[src/rtl/sting_axil_regfile.sv]
// rtl/sting_axil_regfile.sv - AXI4-Lite config/status register file for the sting core
// Optional done interrupt and IRQ_EN register: define STING_REG_IRQ_EN.
module sting_axil_regfile #(
  parameter int                ADDR_W   = 8,
  parameter int                DATA_W   = 32,
  parameter int                NUM_REGS = 16,
  parameter logic [DATA_W-1:0] ID_VALUE = 32'h5354_0001
) (
  input  logic                       aclk,
  input  logic                       areset,
  input  logic [ADDR_W-1:0]          s_awaddr,
  input  logic                       s_awvalid,
  output logic                       s_awready,
  input  logic [DATA_W-1:0]          s_wdata,
  input  logic [DATA_W/8-1:0]        s_wstrb,
  input  logic                       s_wvalid,
  output logic                       s_wready,
  output logic [1:0]                 s_bresp,
  output logic                       s_bvalid,
  input  logic                       s_bready,
  input  logic [ADDR_W-1:0]          s_araddr,
  input  logic                       s_arvalid,
  output logic                       s_arready,
  output logic [DATA_W-1:0]          s_rdata,
  output logic [1:0]                 s_rresp,
  output logic                       s_rvalid,
  input  logic                       s_rready,
  input  logic                       core_busy,
  input  logic                       core_done,
  output logic                       reg_ctrl_reset,
  output logic                       reg_ctrl_run,
  output logic [NUM_REGS*DATA_W-1:0] reg_flat,
  output logic                       irq
);
  localparam int WA = ADDR_W - 2;
  localparam int NB = DATA_W / 8;
  localparam logic [WA:0]   MAP_END  = (WA+1)'(4 + NUM_REGS);
  localparam logic [WA-1:0] A_CTRL   = WA'(0);
  localparam logic [WA-1:0] A_STATUS = WA'(1);
  localparam logic [WA-1:0] A_IRQEN  = WA'(2);
  localparam logic [WA-1:0] A_ID     = WA'(3);

  logic              aw_full_q, aw_full_d, w_full_q, w_full_d;
  logic              bvalid_q, bvalid_d, rvalid_q, rvalid_d;
  logic              awready_q, wready_q, arready_q;
  logic [WA-1:0]     aw_word_q;
  logic [DATA_W-1:0] w_data_q;
  logic [NB-1:0]     w_strb_q;
  logic [1:0]        bresp_q, rresp_q;
  logic [DATA_W-1:0] rdata_q;
  logic              run_q, ctrl_reset_q, busy_q, done_q, done_d;
  logic [DATA_W-1:0] gen_q [NUM_REGS];
`ifdef STING_REG_IRQ_EN
  logic              irq_en_q, irq_q;
`endif

  logic              aw_hs, w_hs, ar_hs, b_hs, r_hs, commit;
  logic [WA-1:0]     ar_word;
  logic              rd_err, wr_err, wr_ctrl, clr_done;
  logic [DATA_W-1:0] rd_val;
  logic              unused_addr_lsbs;

  assign aw_hs    = s_awvalid & awready_q;
  assign w_hs     = s_wvalid & wready_q;
  assign ar_hs    = s_arvalid & arready_q;
  assign b_hs     = bvalid_q & s_bready;
  assign r_hs     = rvalid_q & s_rready;
  assign commit   = aw_full_q & w_full_q & ~bvalid_q;
  assign ar_word  = s_araddr[ADDR_W-1:2];
  assign wr_err   = ({1'b0, aw_word_q} >= MAP_END);
  assign wr_ctrl  = commit & (aw_word_q == A_CTRL) & w_strb_q[0];
  assign clr_done = commit & (aw_word_q == A_STATUS) & w_strb_q[0] & w_data_q[1];
  // A done pulse in the same cycle as the clearing write keeps DONE set
  assign done_d   = core_done | (done_q & ~clr_done);
  assign unused_addr_lsbs = &{1'b0, s_awaddr[1:0], s_araddr[1:0]};

  always_comb begin
    rd_val = '0;
    rd_err = ({1'b0, ar_word} >= MAP_END);
    case (ar_word)
      A_CTRL:   rd_val[1] = run_q;
      A_STATUS: rd_val[1:0] = {done_q, busy_q};
      A_IRQEN: begin
`ifdef STING_REG_IRQ_EN
        rd_val[0] = irq_en_q;
`endif
      end
      A_ID:     rd_val = ID_VALUE;
      default: begin
        for (int i = 0; i < NUM_REGS; i++)
          if (ar_word == WA'(i + 4)) rd_val = gen_q[i];
      end
    endcase
  end

  always_comb begin
    aw_full_d = aw_full_q;
    w_full_d  = w_full_q;
    bvalid_d  = bvalid_q;
    rvalid_d  = rvalid_q;
    if (aw_hs)  aw_full_d = 1'b1;
    if (w_hs)   w_full_d  = 1'b1;
    if (commit) bvalid_d  = 1'b1;
    if (b_hs) begin
      bvalid_d  = 1'b0;
      aw_full_d = 1'b0;
      w_full_d  = 1'b0;
    end
    if (ar_hs)     rvalid_d = 1'b1;
    else if (r_hs) rvalid_d = 1'b0;
  end

  always_ff @(posedge aclk or posedge areset) begin
    if (areset) begin
      aw_full_q    <= 1'b0;
      w_full_q     <= 1'b0;
      bvalid_q     <= 1'b0;
      rvalid_q     <= 1'b0;
      awready_q    <= 1'b0;
      wready_q     <= 1'b0;
      arready_q    <= 1'b0;
      aw_word_q    <= '0;
      w_data_q     <= '0;
      w_strb_q     <= '0;
      bresp_q      <= 2'b00;
      rresp_q      <= 2'b00;
      rdata_q      <= '0;
      run_q        <= 1'b0;
      ctrl_reset_q <= 1'b0;
      busy_q       <= 1'b0;
      done_q       <= 1'b0;
      for (int i = 0; i < NUM_REGS; i++) gen_q[i] <= '0;
    end else begin
      aw_full_q <= aw_full_d;
      w_full_q  <= w_full_d;
      bvalid_q  <= bvalid_d;
      rvalid_q  <= rvalid_d;
      awready_q <= ~aw_full_d;
      wready_q  <= ~w_full_d;
      arready_q <= ~rvalid_d;
      if (aw_hs) aw_word_q <= s_awaddr[ADDR_W-1:2];
      if (w_hs) begin
        w_data_q <= s_wdata;
        w_strb_q <= s_wstrb;
      end
      if (commit) bresp_q <= wr_err ? 2'b10 : 2'b00;
      if (ar_hs) begin
        rdata_q <= rd_val;
        rresp_q <= rd_err ? 2'b10 : 2'b00;
      end
      busy_q       <= core_busy;
      done_q       <= done_d;
      ctrl_reset_q <= wr_ctrl & w_data_q[0];
      if (wr_ctrl) run_q <= w_data_q[1] & ~w_data_q[0];
      for (int i = 0; i < NUM_REGS; i++)
        if (commit && aw_word_q == WA'(i + 4))
          for (int k = 0; k < NB; k++)
            if (w_strb_q[k]) gen_q[i][k*8 +: 8] <= w_data_q[k*8 +: 8];
    end
  end

`ifdef STING_REG_IRQ_EN
  always_ff @(posedge aclk or posedge areset) begin
    if (areset) begin
      irq_en_q <= 1'b0;
      irq_q    <= 1'b0;
    end else begin
      if (commit && aw_word_q == A_IRQEN && w_strb_q[0]) irq_en_q <= w_data_q[0];
      irq_q <= done_q & irq_en_q;
    end
  end
  assign irq = irq_q;
`else
  assign irq = 1'b0;
`endif

  for (genvar g = 0; g < NUM_REGS; g++) begin : g_flat
    assign reg_flat[g*DATA_W +: DATA_W] = gen_q[g];
  end

  assign s_awready      = awready_q;
  assign s_wready       = wready_q;
  assign s_bvalid       = bvalid_q;
  assign s_bresp        = bresp_q;
  assign s_arready      = arready_q;
  assign s_rvalid       = rvalid_q;
  assign s_rdata        = rdata_q;
  assign s_rresp        = rresp_q;
  assign reg_ctrl_run   = run_q;
  assign reg_ctrl_reset = ctrl_reset_q;
endmodule

[config.mk]
export PLATFORM = sky130hd
export DESIGN_NAME = sting_axil_regfile
export DESIGN_NICKNAME = d
export VERILOG_FILES = /design/src/rtl/sting_axil_regfile.sv
export SDC_FILE = /design/constraint.sdc
export NUM_CORES = 1
export LEC_CHECK = 0
export ABC_AREA = 1
export BUFFER_PORTS_ARGS = -buffer_cell sky130_fd_sc_hd__buf_2
export CAP_MARGIN = 20
export CORE_AREA = 2 2 237 239
export CTS_BUF_LIST = sky130_fd_sc_hd__clkbuf_2
export CTS_CLUSTER_SIZE = 25
export DETAILED_ROUTE_END_ITERATION = 8
export DIE_AREA = 0 0 239 241
export MAX_ROUTING_LAYER = met4
export PLACE_DENSITY_LB_ADDON = 0.12
export SYNTH_ARGS = -nofsm -noshare
export SYNTH_HDL_FRONTEND = slang
export SYNTH_SLANG_ARGS = --single-unit
export TNS_END_PERCENT = 100
[constraint.sdc]
create_clock -name aclk -period 31.9 [get_ports aclk]
set_clock_uncertainty 0.1 [all_clocks]
set_input_delay 4.785 -clock aclk [delete_from_list [all_inputs] [get_ports aclk]]
set_output_delay 4.785 -clock aclk [all_outputs]
set_load 0.01 [all_outputs]
# Yosys cells after proc, flatten, opt, wreduce, memory -nomap -nowiden
# Cells that the tools add are included.
totals:
  ramBits: 0
  rom_bits: 0
  out_inout_bits: 556
  mem_count: 0
  latch_bits: 0
  in_bits: 61
  ff_bits: 601
  word_cells: 256
op_classes:
  bitwise: 22
  n_eq_ne: 36
  n_reduce_logical: 86
  mul: 0
  n_shift: 0
  n_div: 0
  order_cmp: 2
  mux: 29
  addsub: 0
ops:
  columns: ["operator", "n"]
  rows:
  - ["two-way mux 32 bit", 16]
  - ["AND reduction 2 bit", 64]
  - ["== test 6 x 4 -> 1 bit (second input constant)", 16]
  - ["case mux 30 bit (2 select lines)", 1]
  - ["== test 6 x 3 -> 1 bit (second input constant)", 8]
  - ["== test 6 x 5 -> 1 bit (second input constant)", 8]
  - ["logical AND 1 bit", 16]
  - ["bitwise AND 1 bit", 15]
  - ["== test 6 x 1 -> 1 bit (second input constant)", 2]
  - ["== test 6 x 2 -> 1 bit (second input constant)", 2]
  - ["greater-or-equal comparator 6 x 5 -> 1 bit (second input constant)", 2]
  - ["logical NOT 6 bit", 2]
  - ["two-way mux 1 bit", 8]
  - ["inverter 1 bit", 6]
  - ["case mux 1 bit (3 select lines)", 2]
  - ["two-way mux 2 bit", 2]
  - ["OR reduction 2 bit", 2]
  - ["OR reduction 3 bit", 1]
  - ["nonzero test 2 bit", 1]
  - ["OR 1 bit", 1]

# Logic depth before layout (Yosys ltp)
# Gate-level depths: netlist of the first run.
logic_depth:
  ltp_word: 18
  ltp_mapped: 17
  depth_no_buf: 16

# Worst setup path before layout of the first run
# OpenSTA, ideal clock, no wires.
synth_path:
  path_kind: "input to register"
  start: "in s_araddr[7]"
  end: "reg rdata_q[14], in the netlist s_rdata[14]"
  path_buffers: 1
  path_slack_ps: 25563
  t_required_ps: 31684
  t_arrival_ps: 6120
  stages: 16
  setup_time_ps: 117
  cell_sequence: "inv_1 nand2_1 nor2_4 nand2_1 clkbuf_1 or2_0 nand2_1 nand4_1 nor2_1 nand3_1 nor2_1 nand3_1 nand2_1 nand3_1 nand2_1 nand2_1"
synth_between:
  elab_chain_len: 18
  word_cells_on_any_way: 38
  cone_classes: "eq/ne (19); mux (17); reduce/logical (2)"
synth_rtl:
  columns: ["item", "line", "source"]
  rows:
  - ["start: declaration", "21", "input logic [ADDR_W-1:0] s_araddr,"]
  - ["== test 6 x 3 -> 1 bit", "91", "if (ar_word == WA'(i + 4)) rd_val = gen_q[i];"]
  - ["two-way mux 32 bit (16 in a row)", "91", null]
  - ["case mux 30 bit (2 select lines) *", "80", "case (ar_word)"]
  - ["end signal: assignment", "148", "rdata_q <= rd_val;"]
  - ["end: declaration", "50", "logic [DATA_W-1:0] rdata_q;"]
# Every way passes the cells marked *; elsewhere a longest branch is shown, timed or not.
# A chain may end at the register's enable or synchronous reset.

# Worst setup path in the final report of the first run
layout_path:
  start: "in s_araddr[6]"
  end: "reg rdata_q[20], in the netlist s_rdata[20]"
# The elaborated chain is that of the path after synthesis.

==> reports/metrics.yaml, run 1 <==
synth:
  yosysWarnings: 0
  post_synth_top_flop: "sky130_fd_sc_hd__dfrtp_1"
  synth-seq-cells: 599
  syn_area_per_cell_um2: 8.32
  yosysUniqueCellTypes: 27
  edff_count_synth: 0
  ys_async_sr_fraction: 1.00
  syn_area_um2: 25800
  synth_seq_area_share: 0.582
  post_synth_inst_count: 3095
global_routing:
  global_route_overflow: 0
  antenna_found_initial: 8
  grt_pass1_vias: 23800
  wire_length_of_the_first_global_routing_pass_mm: 148
  grt_usage: 0.361
  grt_start_max_net_pins: 129
die:
  start_util: 0.469
  coreArea_um2: 54900
  row_count: 86
  num_io_pins: 617
  fp.dieW_um: 239
  design.die.area_um2: 57600
  die_height_um: 241
power_and_ir_drop:
  clock_network_power_share: 0.236
  power_leakage_nw: 16.3
  power_switching_share: 0.414
  power_frac_seq: 0.474
  internal_power_contribution_mw: 1.38
  comb_power_share: 0.291
  peak_vdd_ir_mv: 0.0570
  p_switching_mw: 0.974
  power_per_cell_area_nw_per_um2: 76.5
timing:
  setup_viol: 0
  setup-tns-final_ns: 0
  maxClockFrequency_mhz: 145
  report.final.slew_viol_count: 0
  tightest_pin_transition_ns: 1.16
  final_hold_viol_count: 0
  timing.final.crit_share: 0.217
  grt_setup_unrepaired: "no"
  maxSlewHeadroom: 0.219
  finalCriticalPeriod_ns: 6.91
outcome:
  status: "finished clean"
route:
  detail_route.wl_per_cell_um: 22.4
  detailedRoute.firstPassIterationCount: 6
  drc_errors: 0
  routed_wirelength_mm: 102
  drtIter0Drc: 1833
  antenna_left: 0
  routed_via_count_divided_by_cell_count: 5.45
  vias_post_dr: 24800
clock_network:
  cts_setup_buffers: 0
  tritoncts: "built"
  htreeDepth: 4
  cts.path.max_buffers: 3
  cts_hold_buf: 0
  tritoncts_num_sinks: 599
  worstSkewPairLatency_ns: 1.32
  path_clk_slew_ns: 0.10
  cts-root-buf: "sky130_fd_sc_hd__clkbuf_2"
  cts.repair.resized: 0
  cts_made_buffers: 158
finish:
  most_used_cells_in_the_layout_excluding_fill_and_tap_cells: "1,067 x sky130_fd_sc_hd__nand2_1, 609 x sky130_fd_sc_hd__buf_2, 599 x sky130_fd_sc_hd__dfrtp_1"
  final_common_cell: "sky130_fd_sc_hd__nand2_1"
  final_util: 0.561
  final_cells: 4543
  design.final.nets: 3782
  post_route_cells_drive_above_1_share: 0.247
  areaGrowthSynthToFinish_pct: 19.5
worst_hold_path:
  holdCritPathClass: "register to register"
setup_path:
  timing.critical_path.mode_cell: "sky130_fd_sc_hd__nand2_1"
  type_of_element_launching_the_critical_path: "primary input"
  crit_path_top_delay_cell: "sky130_fd_sc_hd__nor2_4"
  worstPathMaxFanout: 33
  class_of_the_most_critical_setup_path: "primary input to register"
  worst-endpoint-arrival_ns: 8.03
  cp_cell_sequence: "buf_2 -> nor2_2 -> nand2_1 -> nor2_4 -> inv_2 -> or2_0 -> nand2_1 -> nand4_1 -> nor2_1 -> nand4_1 -> nand2_1 -> a21oi_1"
  cp_data_required_time_ns: 33.02
  timing.critical_path.to_type: "register"
  crit_path_max_incr_delay_ns: 0.81
placement:
  port_buf_inserts: 609
  place_congestion: 0.937
  place_inst: 4263
  dp.final_hpwl_mm: 74.4
job:
  drv_cap: 0
-- critical path: cells and delay by family --
kind | cells | cell delay [ns]
AO/OA/AOI/OAI | 1 | 0.06
AND/OR/NAND/NOR | 9 | 2.71
buffers and inverters | 2 | 0.47
-- worst paths after layout --
kind                       cells after the start  slack (ns)                   start                         to
max                                           12       24.99             s_araddr[6]    s_rdata[20]$_DFFE_PP0P_
min                                            2        0.39  s_rdata[4]$_DFFE_PP0P_     s_rdata[4]$_DFFE_PP0P_
max reg2reg                                    7       28.64    s_bvalid$_DFFE_PP0P_  reg_flat[352]$_DFFE_PP0P_
min reg2reg                                    2        0.39  s_rdata[4]$_DFFE_PP0P_     s_rdata[4]$_DFFE_PP0P_
max in group asynchronous                      6       25.04                  areset  reg_flat[443]$_DFFE_PP0P_
min in group asynchronous                      2        3.55                  areset   reg_flat[35]$_DFFE_PP0P_
-- flip-flops by register name (all words and copies together), names as in the netlist, 4 cells and up --
signal     cells
w_data_q      32
w_strb_q       4
reg_flat     512
s_rdata       32
aw_word_q      6
-- cells by family after synthesis --
logic type,after synthesis,synth area share
other cells,1,0.000146
compound gates,636,0.124
buf+inv,327,0.0490
flops,599,0.582
simple gates,1532,0.245
-- final cells by class --
class	instances	area, um2
Inverter	152	578
Multi-Input combinational cell	2171	9570
Tap cell	704	881
Antenna cell	8	20.0
Timing Repair Buffer	639	3310
Fill cell	5318	24100
Clock inverter	47	314
Sequential cell	599	15000
Clock buffer	223	1120
-- power groups by stage --
stage | combinational [mW] | clock [mW] | sequential (mW)
2_1_floorplan | 0.266 | 0 | 1.16
3_3_place_gp | 0.673 | 0 | 1.11
3_5_place_dp | 0.686 | 0 | 1.12
4_1_cts | 0.688 | 0.563 | 1.11
5_1_grt | 0.746 | 0.605 | 1.14
6_report | 0.685 | 0.555 | 1.12
-- layer usage --
layer / track usage / vias to the layer above / wire length, um
li1: - / 11400 / -
met1: 0.412 / 12000 / 37400
met2: 0.580 / 1113 / 48900
met3: 0.112 / 278 / 10100
met4: 0.177 / 0 / 5160
met5: - / - / 0
-- synth_stat cells (15+ instances only) --
library cell,instances,area share
sky130_fd_sc_hd__a21oi_1,70,0.014
sky130_fd_sc_hd__buf_2,15,0.0029
sky130_fd_sc_hd__clkbuf_1,148,0.022
sky130_fd_sc_hd__dfrtp_1,599,0.58
sky130_fd_sc_hd__inv_1,126,0.018
sky130_fd_sc_hd__inv_2,18,0.0026
sky130_fd_sc_hd__nand2_1,1067,0.16
sky130_fd_sc_hd__nand3_1,130,0.025
sky130_fd_sc_hd__nand4_1,78,0.019
sky130_fd_sc_hd__nor2_1,176,0.026
sky130_fd_sc_hd__o21ai_0,434,0.084
sky130_fd_sc_hd__o21ai_1,127,0.025
sky130_fd_sc_hd__or2_0,15,0.0036
sky130_fd_sc_hd__or2_1,17,0.0041
sky130_fd_sc_hd__or2_2,27,0.0066
-- stage by stage --
stage | hold WS (ns) | total power [mW] | area [um2] | setup slack, ns
after detailed placement | 0.363 | 1.81 | 29300 | 23.24
after floorplan | 0.368 | 1.43 | 25800 | 10.25
after CTS | 0.389 | 2.36 | 30700 | 24.69
after global placement | 0.361 | 1.79 | 29300 | 23.33
final | 0.387 | 2.35 | 30800 | 24.99
after global routing | 0.407 | 2.49 | 30800 | 24.59
(Power assumes the default switching activity.)
==> inputs of run 2 (changes only) <==
--- a/config.mk
+++ b/config.mk
@@ -8,11 +8,11 @@
 export ABC_AREA = 1
 export BUFFER_PORTS_ARGS = -buffer_cell sky130_fd_sc_hd__buf_2
 export CAP_MARGIN = 20
-export CORE_AREA = 2 2 237 239
+export CORE_AREA = 2 2 238 240
 export CTS_BUF_LIST = sky130_fd_sc_hd__clkbuf_2
 export CTS_CLUSTER_SIZE = 25
 export DETAILED_ROUTE_END_ITERATION = 8
-export DIE_AREA = 0 0 239 241
+export DIE_AREA = 0 0 240 242
 export MAX_ROUTING_LAYER = met4
 export PLACE_DENSITY_LB_ADDON = 0.12
 export SYNTH_ARGS = -nofsm -noshare
==> constraint.sdc (replaced) <==
create_clock -name aclk -period 6.4 [get_ports aclk]
set_clock_uncertainty 0.1 [all_clocks]
set_input_delay 0.96 -clock aclk [delete_from_list [all_inputs] [get_ports aclk]]
set_output_delay 0.96 -clock aclk [all_outputs]
set_load 0.01 [all_outputs]
==> run 2 against run 1 <==
  * Flip-flop and latch count is the same
  * Sequential power grew to 5.0 times the previous value
  * First-iteration DRC count grew 0.16%
  * Combinational power grew to 5.1 times the previous value
  * Sequential share of layout area shrank 0.94 points
  * Clock-buffer cell count grew 7
  * Hold slack lost 0.19 ns
  * Critical path type unchanged
  * Non-clock buffer count grew 65
==> reports/metrics.yaml, run 2 (synthesis gave the netlist of run 1 again) <==
setup_path:
  worst-endpoint-arrival_ns: 4.61
  class_of_the_most_critical_setup_path: "primary input to register"
  type_of_element_launching_the_critical_path: "primary input"
  cp_data_required_time_ns: 7.47
  worstPathMaxFanout: 28
  timing.critical_path.to_type: "register"
die:
  num_io_pins: 617
  die_height_um: 242
  fp.dieW_um: 240
  design.die.area_um2: 58100
  start_util: 0.462
  row_count: 87
  coreArea_um2: 55700
worst_hold_path:
  holdCritPathClass: "primary input to register"
clock_network:
  cts_hold_buf: 66
  tritoncts: "built"
  htreeDepth: 4
  cts_setup_buffers: 0
  worstSkewPairLatency_ns: 1.33
  tritoncts_num_sinks: 599
  path_clk_slew_ns: 0.09
  cts.repair.resized: 0
  cts_made_buffers: 158
  cts.path.max_buffers: 3
  cts-root-buf: "sky130_fd_sc_hd__clkbuf_2"
route:
  top_signal_layer_used: "met4"
  detail_route.wl_per_cell_um: 21.8
  vias_post_dr: 24800
  antenna_left: 0
  drtIter0Drc: 1836
  routed_wirelength_mm: 101
  drc_errors: 0
  routed_via_count_divided_by_cell_count: 5.34
  wl_met2_mm: 49.0
  met3WireLength_mm: 8.90
  met1_length_mm: 38.1
  detailedRoute.firstPassIterationCount: 6
timing:
  maxClockFrequency_mhz: 282
  setup_viol: 0
  finalCriticalPeriod_ns: 3.54
  setup-tns-final_ns: 0
  final_hold_viol_count: 0
  finalWorstSetupSlack_ns: 2.86
  grt_setup_unrepaired: "no"
  tightest_pin_transition_ns: 1.20
  report.final.slew_viol_count: 0
  timing.final.crit_share: 0.553
  maxSlewHeadroom: 0.191
finish:
  final_cells: 4644
  most_used_cells_in_the_layout_excluding_fill_and_tap_cells: "1,067 x sky130_fd_sc_hd__nand2_1, 610 x sky130_fd_sc_hd__buf_2, 599 x sky130_fd_sc_hd__dfrtp_1"
  final_util: 0.563
  design.final.nets: 3847
  areaGrowthSynthToFinish_pct: 21.8
  post_route_cells_drive_above_1_share: 0.244
  num-fill-cells: 5386
  final_common_cell: "sky130_fd_sc_hd__nand2_1"
  largest_register_ffs: 512
power_and_ir_drop:
  power_frac_seq: 0.478
  internal_power_contribution_mw: 6.83
  clock_network_power_share: 0.224
  power_switching_share: 0.414
  power_leakage_nw: 16.5
  power.total_mw: 11.6
  peak_vdd_ir_mv: 0.178
  comb_power_share: 0.298
  power_per_cell_area_nw_per_um2: 371
  p_switching_mw: 4.82
global_routing:
  grt_start_max_net_pins: 175
  grt_pass1_vias: 23900
  global_route_overflow: 0
  antenna_found_initial: 4
  wire_length_of_the_first_global_routing_pass_mm: 150
  grt_usage: 0.359
placement:
  place_inst: 4314
  dp.final_hpwl_mm: 73.8
  placement_stage_worst_setup_slack_ns: 2.25
  place_congestion: 0.899
  port_buf_inserts: 609
outcome:
  status: "finished clean"
job:
  drv_cap: 0
[run 2: cell count changes in the layout (fill, tap and decap cells not counted), moves of 4 or more]
cell / delta
sky130_fd_sc_hd__clkinv_1: -19
sky130_fd_sc_hd__clkbuf_2: +7
sky130_fd_sc_hd__dlygate4sd3_1: +66
sky130_fd_sc_hd__buf_12: +4
sky130_fd_sc_hd__clkinv_2: -5
sky130_fd_sc_hd__buf_4: -5
[run 2: power groups by stage]
stage / Sequential, mW / Clock [mW] / Combinational (mW)
floorplan: 5.79 / 0 / 1.33
global placement: 5.57 / 0 / 3.35
detailed placement: 5.62 / 0 / 3.41
CTS: 5.55 / 2.67 / 3.48
global route: 5.68 / 2.86 / 3.78
finish: 5.57 / 2.61 / 3.47
[run 2: cell type report]
| cell class | instances | area (um2) | share of cell area |
|---|---|---|---|
| Inverter | 152 | 574 | 0.0183 |
| Sequential cell | 599 | 15000 | 0.478 |
| Tap cell | 756 | 946 | 0.0301 |
| Clock buffer | 230 | 1150 | 0.0367 |
| Clock inverter | 26 | 163 | 0.00518 |
| Timing Repair Buffer | 704 | 3980 | 0.127 |
| Antenna cell | 6 | 15.0 | 0.000478 |
| Multi-Input combinational cell | 2171 | 9570 | 0.305 |
[run 2: through the flow]
stage / instance area, um2 / hold slack [ns]
after floorplan: 25800 / 0.368
final: 31400 / 0.198
after CTS: 31400 / 0.00364
after global placement: 29400 / 0.345
after global routing: 31400 / 0.0952
after detailed placement: 29400 / 0.364
[run 2: worst max-delay path, stage by stage]
cell                            delay, ns
sky130_fd_sc_hd__dlygate4sd3_1       0.55
sky130_fd_sc_hd__buf_2               0.16
sky130_fd_sc_hd__nor2_2              0.63
sky130_fd_sc_hd__nand2_2             0.23
sky130_fd_sc_hd__nor2_4              0.73
sky130_fd_sc_hd__inv_2               0.35
sky130_fd_sc_hd__or2_2               0.37
sky130_fd_sc_hd__nand2_1             0.11
sky130_fd_sc_hd__nand4_1             0.09
sky130_fd_sc_hd__nor2_1              0.17
sky130_fd_sc_hd__nand3_1             0.12
sky130_fd_sc_hd__nand2_1             0.08
sky130_fd_sc_hd__nand2_1             0.04
[run 2: final timing paths]
| path | from | end | slack, ns | depth (start not counted) |
|---|---|---|---|---|
| setup reg to reg | s_bvalid$_DFFE_PP0P_ | reg_flat[308]$_DFFE_PP0P_ | 3.02 | 8 |
| max in group asynchronous | areset | reg_flat[343]$_DFFE_PP0P_ | 4.48 | 4 |
| hold / removal | s_awvalid | aw_word_q[3]$_DFFE_PP0P_ | 0.20 | 4 |
| min in group asynchronous | areset | reg_flat[10]$_DFFE_PP0P_ | 0.26 | 3 |
| hold reg to reg | s_rdata[2]$_DFFE_PP0P_ | s_rdata[2]$_DFFE_PP0P_ | 0.39 | 2 |
| setup / recovery | s_araddr[6] | s_rdata[23]$_DFFE_PP0P_ | 2.86 | 13 |
[run 2: routing by layer]
layer	vias to the layer above	GRT usage
met5	-	-
met2	1017	0.570
met1	12000	0.415
li1	11500	-
met3	258	0.104
met4	0	0.178
